`src/rtl/cdc_bus_receiver_if.sv`:
```
// ---------------------------------------------------------------------------
// cdc_bus_receiver_if
// Bundles the REQ/ACK bus-crossing signals between a sender and the
// cdc_bus_receiver block.
//   REQ_ASYNC     sender request, asynchronous to the receiver clock
//   UNSYNC_BUS    sender data, held stable while REQ_ASYNC is high
//   ERR_CLR       clears the sticky timeout flag
//   SYNC_BUS      last captured word
//   ENABLE_PULSE  one-cycle strobe marking a SYNC_BUS update
//   ACK           handshake acknowledge back to the sender
//   ERR_FLAG      sticky "REQ held too long" flag
//   XFER_CNT      completed-capture count, wraps modulo 256
// Modports: master = sender side, slave = receiver side.
// ---------------------------------------------------------------------------
interface cdc_bus_receiver_if #(
    parameter int BUS_WIDTH = 8
);
    logic                 REQ_ASYNC;
    logic [BUS_WIDTH-1:0] UNSYNC_BUS;
    logic                 ERR_CLR;
    logic [BUS_WIDTH-1:0] SYNC_BUS;
    logic                 ENABLE_PULSE;
    logic                 ACK;
    logic                 ERR_FLAG;
    logic [7:0]           XFER_CNT;

    modport master (
        output REQ_ASYNC, UNSYNC_BUS, ERR_CLR,
        input  SYNC_BUS, ENABLE_PULSE, ACK, ERR_FLAG, XFER_CNT
    );

    modport slave (
        input  REQ_ASYNC, UNSYNC_BUS, ERR_CLR,
        output SYNC_BUS, ENABLE_PULSE, ACK, ERR_FLAG, XFER_CNT
    );
endinterface

```
`src/rtl/cdc_bus_receiver.sv`:
```
// ---------------------------------------------------------------------------
// cdc_bus_receiver
// Receive end of a 4-phase REQ/ACK clock-domain crossing. REQ_ASYNC is
// synchronised through NUM_STAGES flops; the sender-held bus is captured once
// per REQ high phase, announced with a one-cycle ENABLE_PULSE, and ACK is
// returned to the sender. A REQ held high too long in ACK_HI sets ERR_FLAG.
// Parameters:
//   BUS_WIDTH    width of the transferred word
//   NUM_STAGES   REQ synchroniser depth (2..4)
//   TIMEOUT_CYC  ACK_HI cycles before ERR_FLAG sets; 0 disables, max 65535
// Ports:
//   CLK   receive-domain clock
//   RST   synchronous active-low reset
//   bus   cdc_bus_receiver_if.slave (REQ_ASYNC, UNSYNC_BUS, ERR_CLR in;
//         SYNC_BUS, ENABLE_PULSE, ACK, ERR_FLAG, XFER_CNT out)
// ---------------------------------------------------------------------------
module cdc_bus_receiver #(
    parameter int BUS_WIDTH   = 8,
    parameter int NUM_STAGES  = 2,
    parameter int TIMEOUT_CYC = 1000
) (
    input  logic                  CLK,
    input  logic                  RST,
    cdc_bus_receiver_if.slave     bus
);

    // Timer value on the edge that marks the TIMEOUT_CYC-th ACK_HI cycle.
    localparam bit          TIMEOUT_EN   = (TIMEOUT_CYC != 0);
    localparam logic [15:0] TIMEOUT_LAST = TIMEOUT_EN ? 16'(TIMEOUT_CYC - 1) : 16'd0;

    typedef enum logic {
        IDLE   = 1'b0,
        ACK_HI = 1'b1
    } state_t;

    // ---------------- REQ synchroniser ----------------
    logic [NUM_STAGES-1:0] sync_reg;
    logic [NUM_STAGES-1:0] sync_next;
    logic                  req_s;

    genvar gi;
    generate
        for (gi = 0; gi < NUM_STAGES; gi++) begin : g_sync
            if (gi == 0) begin : g_first
                assign sync_next[gi] = bus.REQ_ASYNC;
            end else begin : g_chain
                assign sync_next[gi] = sync_reg[gi-1];
            end
        end
    endgenerate

    assign req_s = sync_reg[NUM_STAGES-1];

    // ---------------- FSM and datapath ----------------
    state_t               state_reg,    state_next;
    logic [15:0]          timer_reg,    timer_next;
    logic [BUS_WIDTH-1:0] sync_bus_reg, sync_bus_next;
    logic                 pulse_reg,    pulse_next;
    logic                 ack_reg,      ack_next;
    logic                 err_reg,      err_next;
    logic [7:0]           cnt_reg,      cnt_next;
    logic                 err_set;

    always_ff @(posedge CLK) begin
        if (!RST) begin
            sync_reg     <= '0;
            state_reg    <= IDLE;
            timer_reg    <= '0;
            sync_bus_reg <= '0;
            pulse_reg    <= 1'b0;
            ack_reg      <= 1'b0;
            err_reg      <= 1'b0;
            cnt_reg      <= '0;
        end else begin
            sync_reg     <= sync_next;
            state_reg    <= state_next;
            timer_reg    <= timer_next;
            sync_bus_reg <= sync_bus_next;
            pulse_reg    <= pulse_next;
            ack_reg      <= ack_next;
            err_reg      <= err_next;
            cnt_reg      <= cnt_next;
        end
    end

    always_comb begin
        state_next    = state_reg;
        timer_next    = timer_reg;
        sync_bus_next = sync_bus_reg;
        pulse_next    = 1'b0;
        ack_next      = ack_reg;
        cnt_next      = cnt_reg;

        case (state_reg)
            IDLE: begin
                if (req_s) begin
                    sync_bus_next = bus.UNSYNC_BUS;
                    pulse_next    = 1'b1;
                    ack_next      = 1'b1;
                    cnt_next      = cnt_reg + 8'd1;
                    timer_next    = '0;
                    state_next    = ACK_HI;
                end
            end
            ACK_HI: begin
                if (!req_s) begin
                    ack_next   = 1'b0;
                    state_next = IDLE;
                end else if (timer_reg != 16'hFFFF) begin
                    timer_next = timer_reg + 16'd1;
                end
            end
            default: state_next = IDLE;
        endcase

        // Flag on the edge where the timer lands on the last allowed value
        // while REQ is still held, so ERR_FLAG is visible during the
        // TIMEOUT_CYC-th ACK_HI cycle. Saturation means it never re-fires.
        err_set = TIMEOUT_EN && req_s && (state_next == ACK_HI)
                  && (timer_next == TIMEOUT_LAST);

        // Set has priority over a coincident clear.
        if (err_set)
            err_next = 1'b1;
        else if (bus.ERR_CLR)
            err_next = 1'b0;
        else
            err_next = err_reg;
    end

    assign bus.SYNC_BUS     = sync_bus_reg;
    assign bus.ENABLE_PULSE = pulse_reg;
    assign bus.ACK          = ack_reg;
    assign bus.ERR_FLAG     = err_reg;
    assign bus.XFER_CNT     = cnt_reg;

endmodule

```
`src/flat_wrapper.sv`:
```
// flat-port wrapper written by rule: the top's interface ports become plain ports
module cdc_bus_receiver_flat 
#(
    parameter int BUS_WIDTH   = 8,
    parameter int NUM_STAGES  = 2,
    parameter int TIMEOUT_CYC = 1000
)
  (CLK, RST, bus_REQ_ASYNC, bus_UNSYNC_BUS, bus_ERR_CLR, bus_SYNC_BUS, bus_ENABLE_PULSE, bus_ACK, bus_ERR_FLAG, bus_XFER_CNT);
  cdc_bus_receiver_if #(.BUS_WIDTH(BUS_WIDTH)) bus_i ();
  input  logic CLK;
  input  logic RST;
  input wire logic [$bits(bus_i.REQ_ASYNC)-1:0] bus_REQ_ASYNC;
  input wire logic [$bits(bus_i.UNSYNC_BUS)-1:0] bus_UNSYNC_BUS;
  input wire logic [$bits(bus_i.ERR_CLR)-1:0] bus_ERR_CLR;
  output wire logic [$bits(bus_i.SYNC_BUS)-1:0] bus_SYNC_BUS;
  output wire logic [$bits(bus_i.ENABLE_PULSE)-1:0] bus_ENABLE_PULSE;
  output wire logic [$bits(bus_i.ACK)-1:0] bus_ACK;
  output wire logic [$bits(bus_i.ERR_FLAG)-1:0] bus_ERR_FLAG;
  output wire logic [$bits(bus_i.XFER_CNT)-1:0] bus_XFER_CNT;
  assign bus_i.REQ_ASYNC = bus_REQ_ASYNC;
  assign bus_i.UNSYNC_BUS = bus_UNSYNC_BUS;
  assign bus_i.ERR_CLR = bus_ERR_CLR;
  assign bus_SYNC_BUS = bus_i.SYNC_BUS;
  assign bus_ENABLE_PULSE = bus_i.ENABLE_PULSE;
  assign bus_ACK = bus_i.ACK;
  assign bus_ERR_FLAG = bus_i.ERR_FLAG;
  assign bus_XFER_CNT = bus_i.XFER_CNT;
  cdc_bus_receiver #(.BUS_WIDTH(BUS_WIDTH), .NUM_STAGES(NUM_STAGES), .TIMEOUT_CYC(TIMEOUT_CYC)) u_core (.CLK(CLK), .RST(RST), .bus(bus_i));
endmodule
```
`config.mk`:
```
export PLATFORM = sky130hd
export DESIGN_NAME = cdc_bus_receiver_flat
export DESIGN_NICKNAME = d
export VERILOG_FILES = /design/src/rtl/cdc_bus_receiver_if.sv /design/src/rtl/cdc_bus_receiver.sv /design/src/flat_wrapper.sv
export SDC_FILE = /design/constraint.sdc
export NUM_CORES = 1
export LEC_CHECK = 0
export CAP_MARGIN = 0
export CORE_ASPECT_RATIO = 1.2
export CORE_MARGIN = 5
export CORE_UTILIZATION = 46
export CTS_CLUSTER_SIZE = 16
export DETAILED_ROUTE_END_ITERATION = 8
export PLACE_DENSITY = 0.69
export SYNTH_ARGS = -nofsm -noshare
export SYNTH_HDL_FRONTEND = slang
export SYNTH_SLANG_ARGS = --single-unit
```
`constraint.sdc`:
```
create_clock -name CLK -period 2.1 [get_ports CLK]
set_input_delay 0.63 -clock CLK [delete_from_list [all_inputs] [get_ports CLK]]
set_output_delay 0.63 -clock CLK [all_outputs]
set_load 0.01 [all_outputs]
```
After elaboration in Yosys (flattened, before gate mapping). Cells that the tools add are included.

Bitwise gates (word level): 2. Equality and inequality tests: 4. Multiplexer cells: 10. Add/sub/neg operators: 2. Reductions and logical operators: 6.

Operator list (number): 16-bit 2-to-1 mux (3); 16-bit case mux with 2 select lines (1); 16-bit by 1-bit adder with 16-bit output (second input constant) (1); 16-bit by 10-bit == test with 1-bit output (second input constant) (1); 16-bit != test (second input constant) (1); 8-bit by 1-bit adder with 8-bit output (second input constant) (1); 1-bit 2-to-1 mux (5); 2-bit AND reduction (2); 1-bit logical AND (2); 2-bit by 1-bit != test with 1-bit output (second input constant) (1); 2-bit != test (second input constant) (1); 1-bit inverter (2); 1-bit case mux with 2 select lines (1); 2-bit nonzero test (1); 2-bit OR reduction (1).

Output and inout port bits: 19. Input bits: 12. Register bits: 38. Logic and storage cells: 32.

Depth between registers and ports, before layout.
Depth after elaboration: 7. Mapped depth: 8. Depth with buffers taken out: 7.

Least setup slack after synthesis. OpenSTA, ideal clock, no wires.

Kind: reg-to-reg. Start point: register u_core.timer_reg[0]. End point: register u_core.err_reg (netlist: u_core.bus.ERR_FLAG). Arrival: 1.834 ns. Path buffers: 0. Stages on the path, launching flop included: 8. Data required time: 2.031 ns. Clock period less this slack: 1.903 ns. Library setup time: 0.069 ns. Slack: 0.197 ns. Cell sequence: dfxtp_1 ha_1 nand4_1 nor4_4 nor4_1 mux2_1 nand4bb_1 o21ai_1.

Word-level cells in the longest chain between the ends: 7. Elaborated cells between the ends (all ways): 10. Classes of those cells: add/sub (1); eq/ne (2); mux (5); reduce/logical (2).

RTL lines: from (decl) (line cdc_bus_receiver.sv:56) `logic [15:0] timer_reg, timer_next;`; from (signal assigned) (line cdc_bus_receiver.sv:77) `timer_reg <= timer_next;`; 16-bit by 1-bit adder with 16-bit output / 16-bit != test (equally long branches) (line cdc_bus_receiver.sv:110, cdc_bus_receiver.sv:109); 16-bit 2-to-1 mux (line cdc_bus_receiver.sv:109) `end else if (timer_reg != 16'hFFFF) begin`; 16-bit 2-to-1 mux (line cdc_bus_receiver.sv:106) `if (!req_s) begin`; 16-bit case mux with 2 select lines (*) (line cdc_bus_receiver.sv:94) `case (state_reg)`; 16-bit by 10-bit == test with 1-bit output (*) (line cdc_bus_receiver.sv:120) `&& (timer_next == TIMEOUT_LAST);`; 1-bit logical AND (*) (line cdc_bus_receiver.sv:120); 1-bit 2-to-1 mux / 2-bit nonzero test (equally long branches); to (signal assigned) (line cdc_bus_receiver.sv:81) `err_reg <= err_next;`; to (decl) (line cdc_bus_receiver.sv:60) `logic err_reg, err_next;`.

Mark *: on every way between the ends. The rest lies on a longest branch, timed or not. A chain may end at the register's enable or synchronous reset.

Worst setup path in the final report. Same ends and word-level chain as after synthesis.

==> flow_metrics.tcl <==
set metrics [dict create \
    fp.dieW_um 68.3 \
    drcViolationCount 0 \
    start_util_pct 47.7 \
    reg2reg_depth 9 \
    finalSetupViolCount 0 \
    hold_depth 1 \
    cpLargestDelayFamily "simple AND/OR/NAND/NOR gates" \
    max_stage_delay_ps 430 \
    clock_path_buffers 2 \
    min_path_type "reg2reg" \
    start_kind "flop" \
    outcome "complete, no violations" \
    worstHoldEndpoint "u_core.sync_reg[1]$_SDFF_PN0_" \
    cts_buffers 5 \
    drive_above_1_share_pct 18.3 \
    period_needed_ps 2020 \
    via_per_inst 5.56 \
    power_mw 1.46 \
    crit_slowest_cell "or4_4" \
    synth-edff-count 0 \
    yosys.cell_types.count 50 \
    holdCritStartpoint "u_core.sync_reg[0]$_SDFF_PN0_" \
    gp_congestion 0.904 \
    synth-main-ff-cell "dfxtp_1" \
    die_h_um 80.0 \
    fmax_mhz 495 \
    cts_root_buf "clkbuf_8" \
    clk_pin_slew_ps 80 \
    grt_start_max_net_pins 28 \
    htree_levels 2 \
    cts_tree "built" \
    post-route-period-util_pct 96.2 \
    hold_viol 0 \
    finalWirelength_um 5060 \
    grtUsageTotal_pct 20.1 \
    vias 1819 \
    core.rowCount 25 \
    path_buf_inv 2 \
    dp_hpwl_um 3670 \
    place_area_um2 2380 \
    async_flop_share_pct 0 \
    synth-seq-cells 38 \
    worstPathRequired_ps 2330 \
    syn_avg_cell_area_um2 8.69 \
    fin_hold_ws_ps 440 \
    path_class "reg2reg" \
    num_io_pins 31 \
    cap_violations 0 \
    syn_inst 216 \
    path_cells "ha_4 > nand4_1 > nor4_4 > buf_4 > buf_4 > or4_4 > a22oi_2 > nand4_1 > o21ai_1" \
    cts.sinks 38 \
    grt_overflow 0 \
    end_kind "flop" \
    synth_area_um2 1880 \
    io_buffers 30 \
    syn_to_final_growth_pct 36.4 \
    cp.arrival_ps 2250 \
    grt_pass1_wl_um 8220 \
    syn-num-nets 231 \
    wire_per_inst_um 15.5 \
    die-area_um2 5470 \
    clkLatencyLatePin_ps 290 \
    relSlewSlack_pct 63.6 \
    ant_nets 0 \
    antenna_found_initial 0 \
    power_leakage_nw 0.976 \
    critPathMaxFanout 5 \
    largest_reg_flops 16 \
    ir_drop_mv 0.341 \
    reg2reg_to "u_core.bus.ERR_FLAG$_SDFFE_PN0P_" \
    dpl_worst_slack_ps 90.9 \
    dr.pass1.iters 4 \
    skew_ps 4.20 \
    r2r_slack_ps 80 \
    setup_slack_ps 79.6 \
    grt_pass1_vias 1707 \
    fin_nets 287 \
    r2r_start "u_core.timer_reg[0]$_SDFF_PN0_" \
    slew_viol_final 0 \
    drt_iter0_drc 196 \
    seq_area_frac_synth_pct 40.5 \
    final_area_um2 2560 \
    yosys_warnings 0 \
    tightest_slew_ps 538 \
    antenna_cells 0 \
    core_area_um2 3940 \
    p_per_area_nw_per_um2 570 \
]
==> worst max path at each step <==
stage	startpoint	endpoint	cells after the start
6_report	u_core.timer_reg[0]$_SDFF_PN0_	u_core.bus.ERR_FLAG$_SDFFE_PN0P_	9
3_5_place_dp	u_core.timer_reg[0]$_SDFF_PN0_	u_core.bus.ERR_FLAG$_SDFFE_PN0P_	8
2_1_floorplan	u_core.timer_reg[0]$_SDFF_PN0_	u_core.bus.ERR_FLAG$_SDFFE_PN0P_	7
3_3_place_gp	u_core.timer_reg[0]$_SDFF_PN0_	u_core.bus.ERR_FLAG$_SDFFE_PN0P_	8
5_1_grt	u_core.timer_reg[0]$_SDFF_PN0_	u_core.bus.ERR_FLAG$_SDFFE_PN0P_	8
4_1_cts	u_core.timer_reg[0]$_SDFF_PN0_	u_core.bus.ERR_FLAG$_SDFFE_PN0P_	8
==> per-stage QoR <==
step	TNS (ps)	utilization [%]	std cells
finish	0	65.0	327
global placement	0	60.3	313
global route	-33.6	65.0	327
detailed placement	0	60.3	313
floorplan	0	-	216
CTS	0	63.1	321
==> per-layer routing <==
metal	GRT usage [%]	part of all wire (%)	vias to the layer above
met3	5.35	8.4	10
met1	25.6	42	826
met2	31.9	48	75
met5	0	0	-
met4	7.75	1.6	0
li1	-	-	908
==> power by group <==
part,switching [mW],total (mW),internal (mW)
Combinational,0.0476,0.102,0.0546
Sequential,0.00920,0.741,0.732
Clock,0.267,0.617,0.350
==> cells by family after synthesis <==
| group | share of synthesized area, % |
|---|---|
| mux | 7.13 |
| compound gates | 14.8 |
| simple gates | 29.9 |
| fa+ha+maj | 2.00 |
| buf+inv | 3.33 |
| flops | 40.5 |
| xor+xnor | 2.33 |
==> cells in the final DEF, fill, tap and decap left out, drive strengths merged, types with 5 or more instances in the layout <==
cell type | synthesis | final
a21oi | 10 | 10
buf | 6 | 30
nand4 | 8 | 8
nand3 | 10 | 10
clkdlybuf4s50 | 0 | 30
dfxtp | 38 | 38
nor2 | 30 | 30
o21ai | 10 | 10
clkbuf | 5 | 5
nand2 | 12 | 12
mux2i | 10 | 10
and2 | 5 | 5
and3 | 8 | 8
nor4 | 5 | 5
==> area by class of cell <==
cell class,count,area [µm²]
clock buffers,5,68.8
clock inverters,3,40.0
well taps,54,67.6
multi-input cells,163,1080
flip-flops and latches,38,763
inverters,4,15.0
fillers,344,1380
repair buffers,60,526
==> repair_timing <==
| item | in CTS | in global routing |
|---|---|---|
| hold buffers | 0 | 0 |
| endpoints found under the setup margin | 0 | 2 |
| gates resized for setup | 0 | 7 |
| buffers inserted | 0 | 6 |
| endpoints found under the hold margin | 0 | 0 |
==> synthesized netlist by cell type, types with 4 or more instances <==
cell type | n | share of area, %
clkbuf_1 | 5 | 1.0
a21oi_1 | 10 | 2.7
and2_1 | 5 | 1.7
nand2_1 | 12 | 2.4
and3_1 | 8 | 2.7
xor2_1 | 4 | 1.9
dfxtp_1 | 38 | 41
mux2i_1 | 10 | 5.3
nand4_1 | 6 | 2.0
nand3_1 | 10 | 2.7
nor2_1 | 30 | 6.0
o21ai_0 | 9 | 2.4
nand2b_1 | 4 | 1.3
nor4_1 | 4 | 1.3
Power figures use the tool's default switching activity.
